## src/rtl/mem_access_ctrl.sv

```systemverilog
// ============================================================================
// Module  : mem_access_ctrl
// Brief   : MEM-stage initiator for the word-indexed data memory; holds each
//           access for LATENCY cycles and stalls the pipeline meanwhile.
//           Optional macro MEM_RANGE_CHECK_EN adds alignment/range faulting.
// Revision: 1.0
// ============================================================================
`default_nettype none

module mem_access_ctrl #(
  parameter int ADDR_BASE = 1024,
  parameter int LATENCY   = 2,
  parameter int WORD_AW   = 6
) (
  input  logic               clk,
  input  logic               rst,
  input  logic               req_rd,
  input  logic               req_wr,
  input  logic [31:0]        req_addr,
  input  logic [31:0]        req_wdata,
  output logic               freeze,
  output logic [31:0]        rd_data,
  output logic               rd_valid,
  output logic               mem_read,
  output logic               mem_write,
  output logic [WORD_AW-1:0] mem_address,
  output logic [31:0]        mem_data,
`ifdef MEM_RANGE_CHECK_EN
  output logic               err,
`endif
  input  logic [31:0]        mem_result
);

  typedef enum logic [1:0] {
    S_IDLE   = 2'd0,
    S_ACCESS = 2'd1,
    S_DONE   = 2'd2
  } state_t;

  localparam logic [31:0] BASE_W   = 32'(ADDR_BASE);
  localparam logic [3:0]  LAST_CNT = 4'(LATENCY - 1);

  state_t               state_q, state_d;
  logic [3:0]           cnt_q, cnt_d;
  logic                 wr_q, wr_d;
  logic                 fault_q, fault_d;
  logic [WORD_AW-1:0]   addr_q, addr_d;
  logic [31:0]          wdata_q, wdata_d;
  logic [31:0]          rd_data_q, rd_data_d;
  logic                 rd_valid_q, rd_valid_d;
`ifdef MEM_RANGE_CHECK_EN
  logic                 err_q, err_d;
`endif

  logic [31:0]          w_off;
  logic [WORD_AW-1:0]   w_widx;
  logic                 w_fault;

  assign w_off  = req_addr - BASE_W;
  assign w_widx = w_off[WORD_AW+1:2];

`ifdef MEM_RANGE_CHECK_EN
  // Below-base addresses show up as an unsigned compare; above-range as high offset bits.
  assign w_fault = (req_addr[1:0] != 2'b00) || (req_addr < BASE_W) ||
                   (w_off[31:WORD_AW+2] != '0);
`else
  assign w_fault = 1'b0;
`endif

  always_comb begin
    state_d    = state_q;
    cnt_d      = cnt_q;
    wr_d       = wr_q;
    fault_d    = fault_q;
    addr_d     = addr_q;
    wdata_d    = wdata_q;
    rd_data_d  = rd_data_q;
    rd_valid_d = 1'b0;
`ifdef MEM_RANGE_CHECK_EN
    err_d      = 1'b0;
`endif
    freeze     = 1'b0;
    mem_read   = 1'b0;
    mem_write  = 1'b0;
    mem_data   = 32'd0;

    case (state_q)
      S_IDLE: begin
        if (req_rd || req_wr) begin
          freeze  = 1'b1;
          state_d = S_ACCESS;
          cnt_d   = 4'd0;
          // A combined request is treated as a store; the load half is dropped.
          wr_d    = req_wr;
          fault_d = w_fault;
          addr_d  = w_widx;
          wdata_d = req_wdata;
        end
      end
      S_ACCESS: begin
        freeze    = 1'b1;
        mem_read  = !wr_q && !fault_q;
        mem_write = wr_q && !fault_q && (cnt_q == 4'd0);
        mem_data  = (wr_q && !fault_q) ? wdata_q : 32'd0;
        cnt_d     = cnt_q + 4'd1;
        if (cnt_q == LAST_CNT) begin
          state_d = S_DONE;
          if (!wr_q) begin
            rd_data_d  = fault_q ? 32'd0 : mem_result;
            rd_valid_d = 1'b1;
          end
`ifdef MEM_RANGE_CHECK_EN
          err_d = fault_q;
`endif
        end
      end
      S_DONE: begin
        // Request lines still carry the same instruction here; ignore them.
        state_d = S_IDLE;
      end
      default: begin
        state_d = S_IDLE;
      end
    endcase
  end

  always_ff @(posedge clk or posedge rst) begin
    if (rst) begin
      state_q    <= S_IDLE;
      cnt_q      <= 4'd0;
      wr_q       <= 1'b0;
      fault_q    <= 1'b0;
      addr_q     <= '0;
      wdata_q    <= 32'd0;
      rd_data_q  <= 32'd0;
      rd_valid_q <= 1'b0;
`ifdef MEM_RANGE_CHECK_EN
      err_q      <= 1'b0;
`endif
    end else begin
      state_q    <= state_d;
      cnt_q      <= cnt_d;
      wr_q       <= wr_d;
      fault_q    <= fault_d;
      addr_q     <= addr_d;
      wdata_q    <= wdata_d;
      rd_data_q  <= rd_data_d;
      rd_valid_q <= rd_valid_d;
`ifdef MEM_RANGE_CHECK_EN
      err_q      <= err_d;
`endif
    end
  end

  assign mem_address = addr_q;
  assign rd_data     = rd_data_q;
  assign rd_valid    = rd_valid_q;
`ifdef MEM_RANGE_CHECK_EN
  assign err         = err_q;
`endif

endmodule

`default_nettype wire

```

## config.mk

```make
export PLATFORM = sky130hd
export DESIGN_NAME = mem_access_ctrl
export DESIGN_NICKNAME = d
export VERILOG_FILES = /design/src/rtl/mem_access_ctrl.sv
export SDC_FILE = /design/constraint.sdc
export NUM_CORES = 1
export LEC_CHECK = 0
export ABC_CLOCK_PERIOD_IN_PS = 3250
export CORE_ASPECT_RATIO = 2
export CORE_UTILIZATION = 40
export DETAILED_ROUTE_END_ITERATION = 8
export HOLD_SLACK_MARGIN = 0.1
export PLACE_DENSITY_LB_ADDON = 0.12
export SLEW_MARGIN = 20
export SYNTH_ARGS = -nofsm -noshare
export SYNTH_HDL_FRONTEND = slang
export SYNTH_SLANG_ARGS = --single-unit
export TNS_END_PERCENT = 50
```

## constraint.sdc

```tcl
create_clock -name clk -period 3.25 [get_ports clk]
set_clock_uncertainty 0.15 [all_clocks]
set_input_delay 0.65 -clock clk [delete_from_list [all_inputs] [get_ports clk]]
set_output_delay 0.65 -clock clk [all_outputs]
set_load 0.03 [all_outputs]
```

==> summary.txt <==
Status
  • Status: complete, no violations

Yosys
  • Count leader, synth: dfrtp_1
  • Syn avg cell area: 14.8 µm²
  • Number of synthesized flops with an enable pin: 0
  • Post-synth net total: 330
  • Post-synth cell types: 25
  • Ys flop type: dfrtp_1
  • Sequential area share after synthesis: 57.9%
  • Share of flip-flops with an asynchronous set or reset: 100%
  • #FFs+latches synth: 78
  • Commonest cells in the netlist: 78 x dfrtp_1, 41 x mux2_2, 32 x and2_1, 29 x mux2_4, 7 x nor2_1
  • Mapped Area: 3370 µm²
  • Cell accounting for the most synthesized area: dfrtp_1
  • Largest cells by area after synthesis: dfrtp_1 58%, mux2_2 14%, mux2_4 13%, and2_1 5.9%, buf_12 1.8%
  • Synthesized instance count: 227
  • Synth warn: 0
  • Synth top area share: 57.9%

Worst setup path
  • Arr. time, crit path: 2.20 ns
  • CP Capture Type: primary output
  • Crit Path Category: flop to primary output
  • R2R depth: 5
  • Critical Path RT: 2.45 ns
  • CP Max Fanout: 11
  • Top delay family on crit path: buffers and inverters
  • Crit-path cells: inv_1, and3_1, buf_4, and2_1, clkdlybuf4s50_1
  • RR Startpoint: cnt_q[1]
  • R2R Path End: rd_data[28]
  • Element type at the critical path start: flop
  • Setup slack, reg-to-reg: 0.61 ns
  • CP max stage cell: clkdlybuf4s50_1
  • Delay of the slowest critical-path stage: 0.69 ns
  • WP buf/inv: 3

Global route
  • Largest net degree at the start of global routing: 49
  • Total grt overflow: 0
  • Initial antenna violation count: 0
  • Vias in the first global route: 2475
  • First-pass GRT wire length: 11800 µm
  • Gr usage total: 18.0%

Routing
  • Vias: 2272
  • Routed Antenna Nets: 0
  • Residual DRC: 0
  • Drt first pass iters: 5
  • Drt total wl: 7140 µm
  • WL/cell: 14.8 µm
  • Initial DRC Count: 78
  • Via density: 4.72

Place
  • Post-DP HPWL: 5360 µm
  • Post-Place Cells: 465
  • Number of port buffers: 147
  • GPL Wtd Cong: 0.770

Worst hold path
  • WHS Path Cells: 1
  • Hold Path End: wdata_q[14]
  • HP Start: wdata_q[14]
  • Hold Crit Class: flop to flop

Power
  • Max IR drop VDD: 0.658 mV
  • Clock Power Share: 18.5%
  • Leak: 2.32 nW
  • Logic pwr share: 53.4%
  • Pwr dens: 1170 nW/µm²
  • Reg power frac: 28.1%
  • Sw frac: 37.0%
  • Sw power: 2.27 mW
  • Pint: 3.88 mW

Clock network
  • Root Driver: clkbuf_16
  • Post-CTS Setup Bufs: 0
  • Clock Path Buffers: 2
  • CTS buffer count: 9
  • H-tree level count: 3
  • Post-cts sizing count: 0
  • Clock Latency Late Sink: 0.32 ns
  • CTS tree: yes
  • Worst-path clk slew: 0.06 ns
  • Clock Sinks: 78
  • CTS hold repair buffers: 0

STA
  • RSZ-0062 raised after global routing: false
  • Tmin final: 3.00 ns
  • Max-Slew Margin vs Limit: 34.7%
  • Setup TNS: 0 ns
  • Final hold vios: 0
  • Worst-Margin Slew: 0.979 ns
  • Pins over their slew limit: 0
  • Tcrit/Tclk final: 92.2%
  • Final setup viols: 0
  • Max Freq: 334 MHz

Final layout
  • Share of cells above drive strength 1: 25.3%
  • Fin nets: 481
  • Synth-to-layout area growth: 56.2%
  • Fill cells: 640
  • Post-Layout Cell Count: 481
  • Reg area: 1950 µm²
  • Antenna Cells: 0
  • Footprint of the multi-input gates: 1300 µm²

Floorplanning
  • Num rows: 47
  • Die height: 132 µm
  • Core area: 8230 µm²
  • Starting Density: 40.9%
  • Chip width: 66.9 µm
  • Top-Level Pins: 174
  • Die area: 8820 µm²

Run
  • Max cap viols: 0
-- through the flow --
stage	power (mW)	hold slack [ns]	area [µm²]	util [%]	setup slack (ns)
2_1_floorplan	3.85	0.322	3370	-	0.455
3_3_place_gp	5.00	0.330	4920	59.7	0.308
3_5_place_dp	5.07	0.337	4920	59.7	0.274
4_1_cts	6.24	0.350	5270	64.0	0.200
5_1_grt	6.49	0.363	5270	64.0	0.0978
6_report	6.15	0.345	5270	64.0	0.254
-- registers in the layout, indices dropped and copies added (netlist names) --
name	flops
state_q	2
mem_address	6
wdata_q	32
wr_q	1
rd_valid	1
cnt_q	4
rd_data	32
-- kinds of logic after synthesis --
| family | after synthesis | share of synthesized area, % |
|---|---|---|
| XOR/XNOR | 2 | 0.520 |
| AO/OA/AOI/OAI | 5 | 1.04 |
| flip-flops | 78 | 57.9 |
| multiplexers | 71 | 26.9 |
| buffers and inverters | 18 | 3.82 |
| AND/OR/NAND/NOR | 50 | 8.69 |
| adder cells (fa/ha/maj) | 3 | 1.11 |
-- how the worst max path moves through the flow --
| stage | from | end | slack, ns | depth (start not counted) |
|---|---|---|---|---|
| after floorplan | rst | cnt_q[0] | 0.45 | 1 |
| after global placement | req_wr | freeze | 0.31 | 4 |
| after detailed placement | req_wr | freeze | 0.27 | 4 |
| after CTS | state_q[1] | mem_data[0] | 0.20 | 5 |
| after global routing | state_q[1] | mem_data[10] | 0.1 | 5 |
| final | state_q[1] | mem_data[0] | 0.25 | 5 |
-- cells in the final DEF, fill, tap and decap left out, drive strengths merged, types with 2 or more instances in the layout --
master,count
ha,3
dfrtp,78
and3,2
o22ai,2
buf,5
nor2,7
mux2,70
bufinv,3
inv,5
clkinv,3
clkinvlp,2
nand2,3
clkdlybuf4s50,147
and2,32
clkbuf,9
xor2,2
-- cell type report --
cell class              count  share of cell area, %
flip-flops and latches     78                   37.1
multi-input cells         131                   24.7
repair buffers            152                   28.9
inverters                   6                  0.451
clock inverters             7                   2.33
clock buffers               9                   4.28
well taps                  98                   2.33
-- per-layer routing --
layer	track usage [%]	vias up	part of all wire, %
li1	-	1066	-
met1	18.9	1108	35
met2	31.9	90	57
met3	5.10	8	6.2
met4	7.68	0	1.7
met5	0	-	0
-- power groups by stage --
| stage | sequential [mW] | clock (mW) | combinational (mW) |
|---|---|---|---|
| final | 1.73 | 1.14 | 3.28 |
| after floorplan | 2.19 | 0 | 1.66 |
| after CTS | 1.74 | 1.17 | 3.33 |
| after global placement | 1.72 | 0 | 3.28 |
| after detailed placement | 1.74 | 0 | 3.33 |
| after global routing | 1.80 | 1.21 | 3.48 |
Note: power is estimated with default switching activity, not from simulation.
